<file path="config.mk">
export PLATFORM = sky130hd
export DESIGN_NAME = mux_panel_flat
export DESIGN_NICKNAME = d
export VERILOG_FILES = /design/src/rtl/mux_panel_pkg.sv /design/src/rtl/mux_panel_if.sv /design/src/rtl/mux_panel_debounce.sv /design/src/rtl/mux_panel.sv /design/src/flat_wrapper.sv
export SDC_FILE = /design/constraint.sdc
export NUM_CORES = 1
export LEC_CHECK = 0
export CAP_MARGIN = 20
export CORE_MARGIN = 10
export CORE_UTILIZATION = 55
export DETAILED_ROUTE_END_ITERATION = 7
export PLACE_DENSITY = 0.82
export SLEW_MARGIN = 20
export SYNTH_ARGS = -nofsm -noshare
export SYNTH_HDL_FRONTEND = slang
export SYNTH_SLANG_ARGS = --single-unit
</file>
<file path="constraint.sdc">
create_clock -name clk -period 2.77 [get_ports clk]
set_clock_uncertainty 0.15 [all_clocks]
set_input_delay 0.554 -clock clk [delete_from_list [all_inputs] [get_ports clk]]
set_output_delay 0.554 -clock clk [all_outputs]
set_load 0.01 [all_outputs]
</file>
<file path="src/rtl/mux_panel_pkg.sv">
// Shared definitions for the button/LED exerciser panels: select-width helper
// and default debounce/PWM constants.
package panel_pkg;

  localparam int DEB_CYCLES_DEF = 4;
  localparam int PWM_W_DEF      = 8;
  localparam int DUTY_DEF       = 8;

  // Width of a binary channel index; a single channel pair still needs one bit.
  function automatic int sel_w(input int n);
    return (n <= 2) ? 1 : $clog2(n);
  endfunction

endpackage

</file>
<file path="src/rtl/mux_panel_if.sv">
// Button inputs and dimmed LED outputs of a mux panel.
interface mux_panel_if
  import panel_pkg::*;
#(
  parameter int N_CH  = 3,
  parameter int SEL_W = sel_w(N_CH)
);

  logic [N_CH-1:0]  data_btn;
  logic             sel_btn;
  logic             led_mux;
  logic [N_CH-1:0]  led_dmux;
  logic [SEL_W-1:0] led_sel;

  modport master (
    output data_btn, sel_btn,
    input  led_mux, led_dmux, led_sel
  );

  modport slave (
    input  data_btn, sel_btn,
    output led_mux, led_dmux, led_sel
  );

endinterface

</file>
<file path="src/rtl/mux_panel_debounce.sv">
// Single-button debouncer: 2-flop synchroniser followed by a stability counter
// that flips the output after DEB_CYCLES consecutive mismatching edges.
module btn_debounce #(
  parameter int DEB_CYCLES = 4
) (
  input  logic clk,
  input  logic rst_n,
  input  logic raw_i,
  output logic deb_o
);

  localparam int CNT_W = $clog2(DEB_CYCLES + 1);
  localparam logic [CNT_W-1:0] CNT_LAST = CNT_W'(DEB_CYCLES - 1);

  logic             sync1_q, sync2_q;
  logic             deb_q, deb_d;
  logic [CNT_W-1:0] cnt_q, cnt_d;

  // NOTE: every signal assigned here gets a default first so no latch is inferred.
  always_comb begin
    deb_d = deb_q;
    cnt_d = '0;
    if (sync2_q != deb_q) begin
      if (cnt_q == CNT_LAST) deb_d = sync2_q;
      else                   cnt_d = cnt_q + 1'b1;
    end
  end

  // NOTE: sequential state uses non-blocking assignments so all flops update together.
  always_ff @(posedge clk or negedge rst_n) begin
    if (!rst_n) begin
      sync1_q <= 1'b0;
      sync2_q <= 1'b0;
      deb_q   <= 1'b0;
      cnt_q   <= '0;
    end else begin
      sync1_q <= raw_i;
      sync2_q <= sync1_q;
      deb_q   <= deb_d;
      cnt_q   <= cnt_d;
    end
  end

  assign deb_o = deb_q;

endmodule

</file>
<file path="src/rtl/mux_panel.sv">
// Debounced N-channel mux/demux exerciser: a select button steps the channel
// index and all LED outputs are registered and PWM-dimmed.
module mux_panel
  import panel_pkg::*;
#(
  parameter int N_CH       = 3,
  parameter int DEB_CYCLES = DEB_CYCLES_DEF,
  parameter int PWM_W      = PWM_W_DEF,
  parameter int DUTY       = DUTY_DEF
) (
  input logic       clk,
  input logic       rst_n,
  mux_panel_if.slave bus
);

  localparam int SEL_W = sel_w(N_CH);
  localparam logic [SEL_W-1:0] SEL_LAST = SEL_W'(N_CH - 1);
  localparam logic [PWM_W:0]   DUTY_C   = (PWM_W + 1)'(DUTY);

  logic [N_CH:0]   raw, deb;
  logic [N_CH-1:0] data_deb;
  logic            sel_deb;

  assign raw = {bus.sel_btn, bus.data_btn};

  for (genvar g = 0; g <= N_CH; g++) begin : g_deb
    btn_debounce #(.DEB_CYCLES(DEB_CYCLES)) u_deb (
      .clk   (clk),
      .rst_n (rst_n),
      .raw_i (raw[g]),
      .deb_o (deb[g])
    );
  end

  assign data_deb = deb[N_CH-1:0];
  assign sel_deb  = deb[N_CH];

  logic [SEL_W-1:0] sel_q, sel_d;
  logic             deb_sel_q;
  logic [PWM_W-1:0] pwm_cnt_q;
  logic             led_mux_q;
  logic [N_CH-1:0]  led_dmux_q;
  logic [SEL_W-1:0] led_sel_q;

  logic [N_CH-1:0]  sel_oh;
  logic             mux_val;
  logic [N_CH-1:0]  dmux_val;
  logic             pwm_on;

  always_comb begin
    sel_d = sel_q;
    if (sel_deb && !deb_sel_q)
      sel_d = (sel_q == SEL_LAST) ? '0 : sel_q + 1'b1;
  end

  // Outputs use the pre-update select, so a new index shows one cycle later.
  always_comb begin
    sel_oh = '0;
    for (int i = 0; i < N_CH; i++) sel_oh[i] = (sel_q == SEL_W'(i));
  end

  assign mux_val  = |(data_deb & sel_oh);
  assign dmux_val = sel_oh & {N_CH{mux_val}};
  assign pwm_on   = ({1'b0, pwm_cnt_q} < DUTY_C);

  always_ff @(posedge clk or negedge rst_n) begin
    if (!rst_n) begin
      sel_q      <= '0;
      deb_sel_q  <= 1'b0;
      pwm_cnt_q  <= '0;
      led_mux_q  <= 1'b0;
      led_dmux_q <= '0;
      led_sel_q  <= '0;
    end else begin
      sel_q      <= sel_d;
      deb_sel_q  <= sel_deb;
      pwm_cnt_q  <= pwm_cnt_q + 1'b1;
      led_mux_q  <= pwm_on & mux_val;
      led_dmux_q <= pwm_on ? dmux_val : '0;
      led_sel_q  <= pwm_on ? sel_q : '0;
    end
  end

  assign bus.led_mux  = led_mux_q;
  assign bus.led_dmux = led_dmux_q;
  assign bus.led_sel  = led_sel_q;

endmodule

</file>
<file path="src/flat_wrapper.sv">
// flat-port wrapper written by rule: the top's interface ports become plain ports
module mux_panel_flat import panel_pkg::*;
#(
  parameter int N_CH       = 3,
  parameter int DEB_CYCLES = DEB_CYCLES_DEF,
  parameter int PWM_W      = PWM_W_DEF,
  parameter int DUTY       = DUTY_DEF
)
  (clk, rst_n, bus_data_btn, bus_sel_btn, bus_led_mux, bus_led_dmux, bus_led_sel);
  mux_panel_if #(.N_CH(N_CH)) bus_i ();
  input logic clk;
  input logic rst_n;
  input wire logic [$bits(bus_i.data_btn)-1:0] bus_data_btn;
  input wire logic [$bits(bus_i.sel_btn)-1:0] bus_sel_btn;
  output wire logic [$bits(bus_i.led_mux)-1:0] bus_led_mux;
  output wire logic [$bits(bus_i.led_dmux)-1:0] bus_led_dmux;
  output wire logic [$bits(bus_i.led_sel)-1:0] bus_led_sel;
  assign bus_i.data_btn = bus_data_btn;
  assign bus_i.sel_btn = bus_sel_btn;
  assign bus_led_mux = bus_i.led_mux;
  assign bus_led_dmux = bus_i.led_dmux;
  assign bus_led_sel = bus_i.led_sel;
  mux_panel #(.N_CH(N_CH), .DEB_CYCLES(DEB_CYCLES), .PWM_W(PWM_W), .DUTY(DUTY)) u_core (.clk(clk), .rst_n(rst_n), .bus(bus_i));
endmodule
</file>
## After elaboration in Yosys (flattened, before gate mapping)

Index checks and enable logic that the tools add are counted.

| word-level totals | value |
|---|---|
| flip-flop bits (word level) | 41 |
| input bits | 6 |
| output and inout bits | 6 |
| logic and storage cells | 61 |

| operators by class | value |
|---|---|
| $add $sub $neg | 6 |
| $lt $le $gt $ge | 1 |
| equal/unequal tests | 10 |
| muxes and demuxes | 11 |
| bitwise logic cells | 3 |
| reduce and logical (&&, ||, !) cells | 8 |

Operators with widths:

| operator | count |
|---|---|
| two-way mux 3 bit | 9 |
| adder 3 x 1 -> 3 bit (second input constant) | 4 |
| equality test 3 x 2 -> 1 bit (second input constant) | 4 |
| adder 8 x 1 -> 8 bit (second input constant) | 1 |
| less-than comparator 8 x 4 -> 1 bit (second input constant) | 1 |
| AND reduction 2 bit | 4 |
| bitwise AND 3 bit | 2 |
| two-way mux 2 bit | 2 |
| inequality test 1 bit | 4 |
| OR reduction 3 bit | 1 |
| adder 2 x 1 -> 2 bit (second input constant) | 1 |
| equality test 2 x 1 -> 1 bit (second input constant) | 1 |
| equality test 2 bit (second input constant) | 1 |
| zero test 2 bit | 1 |
| bitwise AND 1 bit | 1 |
| logical AND 1 bit | 1 |
| zero test 1 bit | 1 |

## Logic depth before layout (Yosys ltp)

| logic depth | value |
|---|---|
| word-level depth | 5 |
| mapped depth | 3 |
| mapped depth without buffers | 3 |

## Hierarchy

From an unflattened synthesis, not the netlist that was laid out.

| unflattened totals | value |
|---|---|
| cell total of the unflattened synthesis | 104 |
| area, all modules | 1515.2 sq um |

By module, submodules not included:

| module | times used | cells an instance | area each (sq um) | sequential area each (sq um) |
|---|---|---|---|---|
| btn_debounce | 4 | 13 | 216.5 | 150.1 |
| mux_panel | 1 | 52 | 649.4 | 425.4 |

## Least setup slack after synthesis

OpenSTA, ideal clock, no wires.

| timing path | value |
|---|---|
| path kind | register -> register |
| start point | register u_core.g_deb[1].u_deb.cnt_q[0] |
| end point | register u_core.g_deb[1].u_deb.deb_q |
| setup time | 0.125 ns |
| data arrival time | 0.972 ns |
| required time | 2.495 ns |
| slack | 1.524 ns |
| stages on the path, launching flop included | 4 |
| path buffers | 0 |
| period minus slack after synthesis | 1.246 ns |
| cells stage by stage | dfrtp_1 > ha_1 > nor2b_1 > mux2_2 |

| on the way | value |
|---|---|
| cells in the longest elaborated chain, start to end | 2 |

Ends and longest elaborated chain:

| element | RTL line | text |
|---|---|---|
| start: declaration | mux_panel_debounce.sv:17 | `logic [CNT_W-1:0] cnt_q, cnt_d;` |
| start signal: assignment | mux_panel_debounce.sv:40 | `cnt_q <= cnt_d;` |
| equality test 3 x 2 -> 1 bit | mux_panel_debounce.sv:24 | `if (cnt_q == CNT_LAST) deb_d = sync2_q;` |
| AND reduction 2 bit (no line) | -- |  |
| end signal: assignment | mux_panel_debounce.sv:34 | `deb_q <= 1'b0;` |
| end signal: assignment | mux_panel_debounce.sv:39 | `deb_q <= deb_d;` |
| end: declaration | mux_panel_debounce.sv:16 | `logic deb_q, deb_d;` |

Every way passes these cells.
A chain may end at the register's enable or synchronous reset.

## Worst setup path in the final report

| timing path | value |
|---|---|
| start point | register u_core.led_dmux_q[0], in the netlist u_core.bus.led_dmux[0] |
| end point | output port bus_led_dmux[0] |

RTL lines:

| element | RTL line | text |
|---|---|---|
| start: declaration | mux_panel.sv:42 | `logic [N_CH-1:0] led_dmux_q;` |
| start signal: assignment | mux_panel.sv:79 | `led_dmux_q <= pwm_on ? dmux_val : '0;` |
| end: declaration | flat_wrapper.sv:16 | `output wire logic [$bits(bus_i.led_dmux)-1:0] bus_led_dmux;` |

No word-level cell between the ends.

==> implementation parameters <==
Parameter                              Value

Critical path
  Ordered cell list for the critical path ... clkdlybuf4s50_1
  Kind of end point of the critical path ... output port
  Crit-path leading delay family ... buffers and inverters
  Buffers and inverters on the worst path ... 1
  Required time of the critical path ... 2070 ps
  Type of origin of the critical path ... flip-flop
  CP Data Arrival Time ... 1250 ps
  Crit path max fanout ... 1
  Slowest CP cell ... clkdlybuf4s50_1
  Worst setup path class ... flip-flop to output port
  Peak per-stage delay on the critical path ... 540 ps
  Path length in cells of the critical path ... 1
  Worst Reg2Reg Path Length in Cells ... 3

Global routing
  Via count of the first global-routing pass ... 781
  Total overflow reported by the global router ... 0
  Wire length of the first global-routing pass ... 3.61 mm
  Initial antenna violation count ... 0
  Combined global-route utilization of all metal layers ... 0.0921
  Largest net degree at the start of global routing ... 42

Logic synthesis
  Post-synthesis average cell area ... 14.0 um^2
  Cell with the most instances after synthesis ... dfrtp_1
  Register bit total from synthesis ... 41
  Leading post-synthesis cells by cell area ... dfrtp_1 70%, xnor2_1 5.3%, ha_1 4.2%
  Number of nets in the synthesized netlist ... 116
  Top FF cell, synth ... dfrtp_1
  Sequential-to-total area share from yosys stat ... 0.696
  Number of warning messages in the yosys log ... 0
  Number of enable-type register cells in the synthesized netlist ... 0
  Synth Cell Area ... about 1500 um^2
  Largest area contributor in the netlist ... dfrtp_1
  Synth async-reset ratio ... 1.00
  Cell count after synthesis ... about 110
  Area share of the leading cell type in the synthesized netlist ... 0.696
  Number of unique standard cell types used by synthesis ... 22
  Leading cell types by count after synthesis ... 41 x dfrtp_1, 9 x xnor2_1, 7 x nor3_1, 6 x nor2b_1

Clock tree
  Count of hold-fix buffers inserted at cts ... 0
  Clock slew at reported path FFs ... 120 ps
  Skew-Pair Late Insertion Delay ... around 350 ps
  Master cell of the clock root buffer ... clkbuf_4
  Post-CTS setup buffers ... 0
  H-tree level count ... 2
  Clock Path Buffers ... 2
  Resize count post-CTS ... 0
  Clock Sinks ... 41
  Inserted Clock Buffers ... 5
  Clock tree from TritonCTS ... done

Die
  Placeable core region ... approximately 2500 um^2
  Chip Height ... 71.8 um
  Standard-cell row count ... 18
  Total Die Area ... 5150 um^2
  Horizontal extent of the die ... ~70 um
  I/O pin cnt ... 12
  Initial core utilization ... 0.585

Layout
  Fill cells ... approximately 180
  Post-route cell area ... around 1700 um^2
  Inserted Diodes ... 0
  Area growth from synthesis to layout ... 15.7%
  Fin util ... 0.677
  Share of layout cells above drive strength 1 ... 0.129
  Fin nets ... between 100 and 150

Routing
  Final WL ... roughly 2.1 mm
  DR pass1 iterations ... 2
  Routed Antenna Nets ... 0
  Routed len/inst ... 13.8 um
  Average via count per standard cell ... ~5.2
  DRT iter0 DRCs ... 42
  Count of unresolved DRC violations after routing ... 0
  Vias ... roughly 800

Power
  Pleak ... between 0.7 and 0.8 nW
  Worst IR drop on VDD ... ~720 uV
  Areal power density over the cells ... 837 nW/um^2

STA
  Worst Hold Slack ... 141 ps
  Slew margin rel. ... 0.438
  Number of endpoints failing setup at the final stage ... 0
  Worst-margin pin slew ... 842 ps
  Setup ws final ... roughly 800 ps
  Portion of the clock cycle consumed by the worst path in the final layout ... 0.707
  Slew Viols, Final ... 0
  Setup Total Neg Slack ... 0 ps
  Max frequency ... ~510 MHz
  Tmin final ... 1960 ps
  RSZ-0062 raised after global routing ... false
  Final hold violations ... 0

Placement
  Cell area after placement ... around 1600 um^2
  Post-placement setup slack ... 1180 ps
  Final Wtd Congestion ... 0.770
  Dpl hpwl ... 1.56 mm
  Port Buf Inserts ... 11

Min path
  Worst hold path type ... input pin to asynchronous set/reset pin

Outcome
  Status ... completed

Flow run
  Max cap viols ... 0
metal layers:
layer  vias up  GRT usage  share of wire
li1        392          -              -
met1       388     0.0977           0.42
met2        14      0.141           0.50
met3         7     0.0482          0.061
met4         0     0.0581          0.023
met5         -          0              0
power by group:
part,total (W),internal (W),switching (W)
Clock,0.000406,0.000214,0.000192
Sequential,0.000774,0.000701,0.0000737
Combinational,0.000248,0.000128,0.000119
cells in the final DEF, fill, tap and decap left out:
master and n:
buf_2 1, ha_1 5, nor2_1 3, clkdlybuf4s50_1 10, and3_1 1, nor3_1 7, nor3_2 1, and3b_1 1
a21oi_1 1, nand2_1 4, dfrtp_1 41, clkbuf_8 1, xnor2_1 9, nor2b_1 6, clkbuf_4 5, mux2_2 4
xor2_1 1, nand2b_1 2, and3_2 1, a311oi_1 1, o21ai_0 1, clkinvlp_4 1, inv_1 4, nand2_2 1
bufinv_16 1, a21o_1 1, nand3_1 5, nor3b_1 5
cells by family (layout without fill, tap and decap cells):
family,count (synthesis),in the layout,synth area share
DFF,41,41,0.696
and+or+nand+nor,37,37,0.144
xor gates and xnor gates,10,10,0.0594
adders and majority gates,5,5,0.0424
AOI/OAI and AO/OA,4,4,0.0178
muxes,4,4,0.0305
buffers and inverters,4,23,0.0102
final timing paths:
path,startpoint,end,slack [ps]
worst min register to register,u_core.g_deb[1].u_deb.sync1_q$_DFF_PN0_,u_core.g_deb[1].u_deb.sync2_q$_DFF_PN0_,220
min in group clk,u_core.g_deb[1].u_deb.sync1_q$_DFF_PN0_,u_core.g_deb[1].u_deb.sync2_q$_DFF_PN0_,220
worst max-delay path,u_core.bus.led_dmux[0]$_DFF_PN0_,bus_led_dmux[0],810
max in group asynchronous,rst_n,u_core.g_deb[2].u_deb.cnt_q[0]$_DFF_PN0_,1800
worst max register to register,u_core.g_deb[3].u_deb.cnt_q[0]$_DFF_PN0_,u_core.g_deb[3].u_deb.deb_o$_DFFE_PN0P_,1390
worst min-delay path,rst_n,u_core.bus.led_dmux[0]$_DFF_PN0_,140
sequential cells by signal, indices dropped and copies added (netlist names):
signal                      cells
u_core.g_deb.u_deb.cnt_q       12
u_core.pwm_cnt_q                8
u_core.g_deb.u_deb.deb_o        4
u_core.g_deb.u_deb.sync1_q      4
u_core.g_deb.u_deb.sync2_q      4
u_core.bus.led_dmux             3
u_core.bus.led_sel              2
u_core.sel_q                    2
u_core.bus.led_mux              1
u_core.deb_sel_q                1
stage by stage:
stage,std cells,power (W)
2_1_floorplan,105,0.000960
3_3_place_gp,146,0.00101
3_5_place_dp,146,0.00104
4_1_cts,154,0.00145
5_1_grt,154,0.00152
6_report,154,0.00143
cell type report:
cell class | instances | area (um^2) | share of cell area
flip-flops and latches | 41 | 1030 | 0.601
multi-input cells | 60 | 434 | 0.254
clock inverters | 2 | 37.5 | 0.0220
inverters | 4 | 15.0 | 0.00880
clock buffers | 6 | 51.3 | 0.0301
repair buffers | 11 | 105 | 0.0616
well taps | 30 | 37.5 | 0.0220
Power figures use the tool's default switching activity.
==> RTL change, RTL diff (same settings) <==
Set the package constant `DEB_CYCLES_DEF` to 16 (it was 4).
--- a/src/rtl/mux_panel_pkg.sv
+++ b/src/rtl/mux_panel_pkg.sv
@@ -2,7 +2,7 @@
 // and default debounce/PWM constants.
 package panel_pkg;
 
-  localparam int DEB_CYCLES_DEF = 4;
+  localparam int DEB_CYCLES_DEF = 16;
   localparam int PWM_W_DEF      = 8;
   localparam int DUTY_DEF       = 8;
 
Behaviour: not the same (a bounded check fails within 10 cycles, from zero or initial values and one cycle with rst_n low).
==> RTL change against the original RTL <==
  * Routed wire length increased by 19%
  * Core utilization decreased by 0.36 points
  * Critical path type unchanged
  * Sequential cell count increased by 8
  * Setup slack improved by 0.024 ns
  * Critical endpoint is now bus_led_mux
  * Final area increased by 22%
  * Die area increased by 17%
  * Global-route usage increased by 0.33 points
  * Largest cell class unchanged
  * Area after synthesis increased by 24%
Power is not compared: it rests on default switching activity, and its combinational part moved more than twofold at a synthesized area within 25%.
==> RTL change: results (changes against the original RTL) <==
status: "finished clean"
seq_area_frac_synth: 0.672  # -0.0238
r2r_start: "u_core.g_deb[1].u_deb.cnt_q[0]$_DFF_PN0_"
yosys.area_share.adder: 0.0343  # -0.00814
worstPathArrival_ns: 1.23  # -0.02 ns
synth-compound-area-share: 0.0254  # +0.00755
critPathCapture: "bus_led_mux"
drt_wl_total_mm: 2.54  # +19%
hold_class: "register to register"
synth_xor_area_frac: 0.0864  # +0.0270
grt_pass1_vias: 1073  # +37%
synth_nets: 154  # +33%
total_power_mw: 1.22
hpwl_mm: 1.93  # +24%
num_vias: 1041  # +30%
grt_use_total: 0.0954  # +0.00329
drive_gt1_frac: 0.0915  # -0.0376
synth.area.mux_share: 0.0247  # -0.00586
startpoint: "u_core.bus.led_mux$_DFF_PN0_"
rr_endpoint: "u_core.g_deb[1].u_deb.deb_o$_DFFE_PN0P_"
dr.pass1.iters: 4  # +2
place_congestion: 0.709  # -8.0%
r2r_cells: 4  # +1
synth.area.top_cells: "dfrtp_1 67%, xor2_1 7.2%, nor2_1 3.5%"
tightest_slew_ns: 0.488  # -0.354 ns
fillers: 237  # +34%
grt_max_degree: 28  # -33%
grt_pass1_wl_mm: 4.57  # +27%
top_regs: "u_core.g_deb.u_deb.cnt_q (20), u_core.pwm_cnt_q (8)"
nNetsFinal: 174  # +30%
regToRegSetupSlack_ns: 1.31  # -0.08 ns
synth_cell_types: 20  # -9.1%
synth_commonest_cells: "49 x dfrtp_1, 17 x nor2_1, 15 x xor2_1"
place_area_um2: 1990  # +23%
-- RTL change: what timing repair did --
action                                 4_1_cts  5_1_grt
setup buffers                                0        0
hold buffers                                 1        0
endpoints found under the hold margin       22        0
-- RTL change: area by class of cell --
cell class	count	area (um2)	share of cell area
timing repair buffer	13	123	0.0587
clock inverter	1	30.0	0.0144
sequential	49	1230	0.587
clock buffer	7	55.1	0.0264
inverter	5	18.8	0.00899
tap	44	55.1	0.0264
multi-input combinational	89	581	0.278
-- RTL change: stage by stage --
stage / hold WS [ns] / setup WS, ns / std cells
2_1_floorplan: 0.108 / 1.46 / 143
3_3_place_gp: 0.183 / 1.23 / 199
3_5_place_dp: 0.189 / 1.22 / 199
4_1_cts: 0.211 / 0.813 / 208
5_1_grt: 0.224 / 0.771 / 208
6_report: 0.199 / 0.837 / 208
-- RTL change: per-layer routing --
metal,wire [um],track usage,vias to the layer above
li1,-,-,517
met1,1150,0.100,496
met2,1200,0.159,20
met3,120,0.0311,8
met4,72,0.0657,0
met5,0,0,-
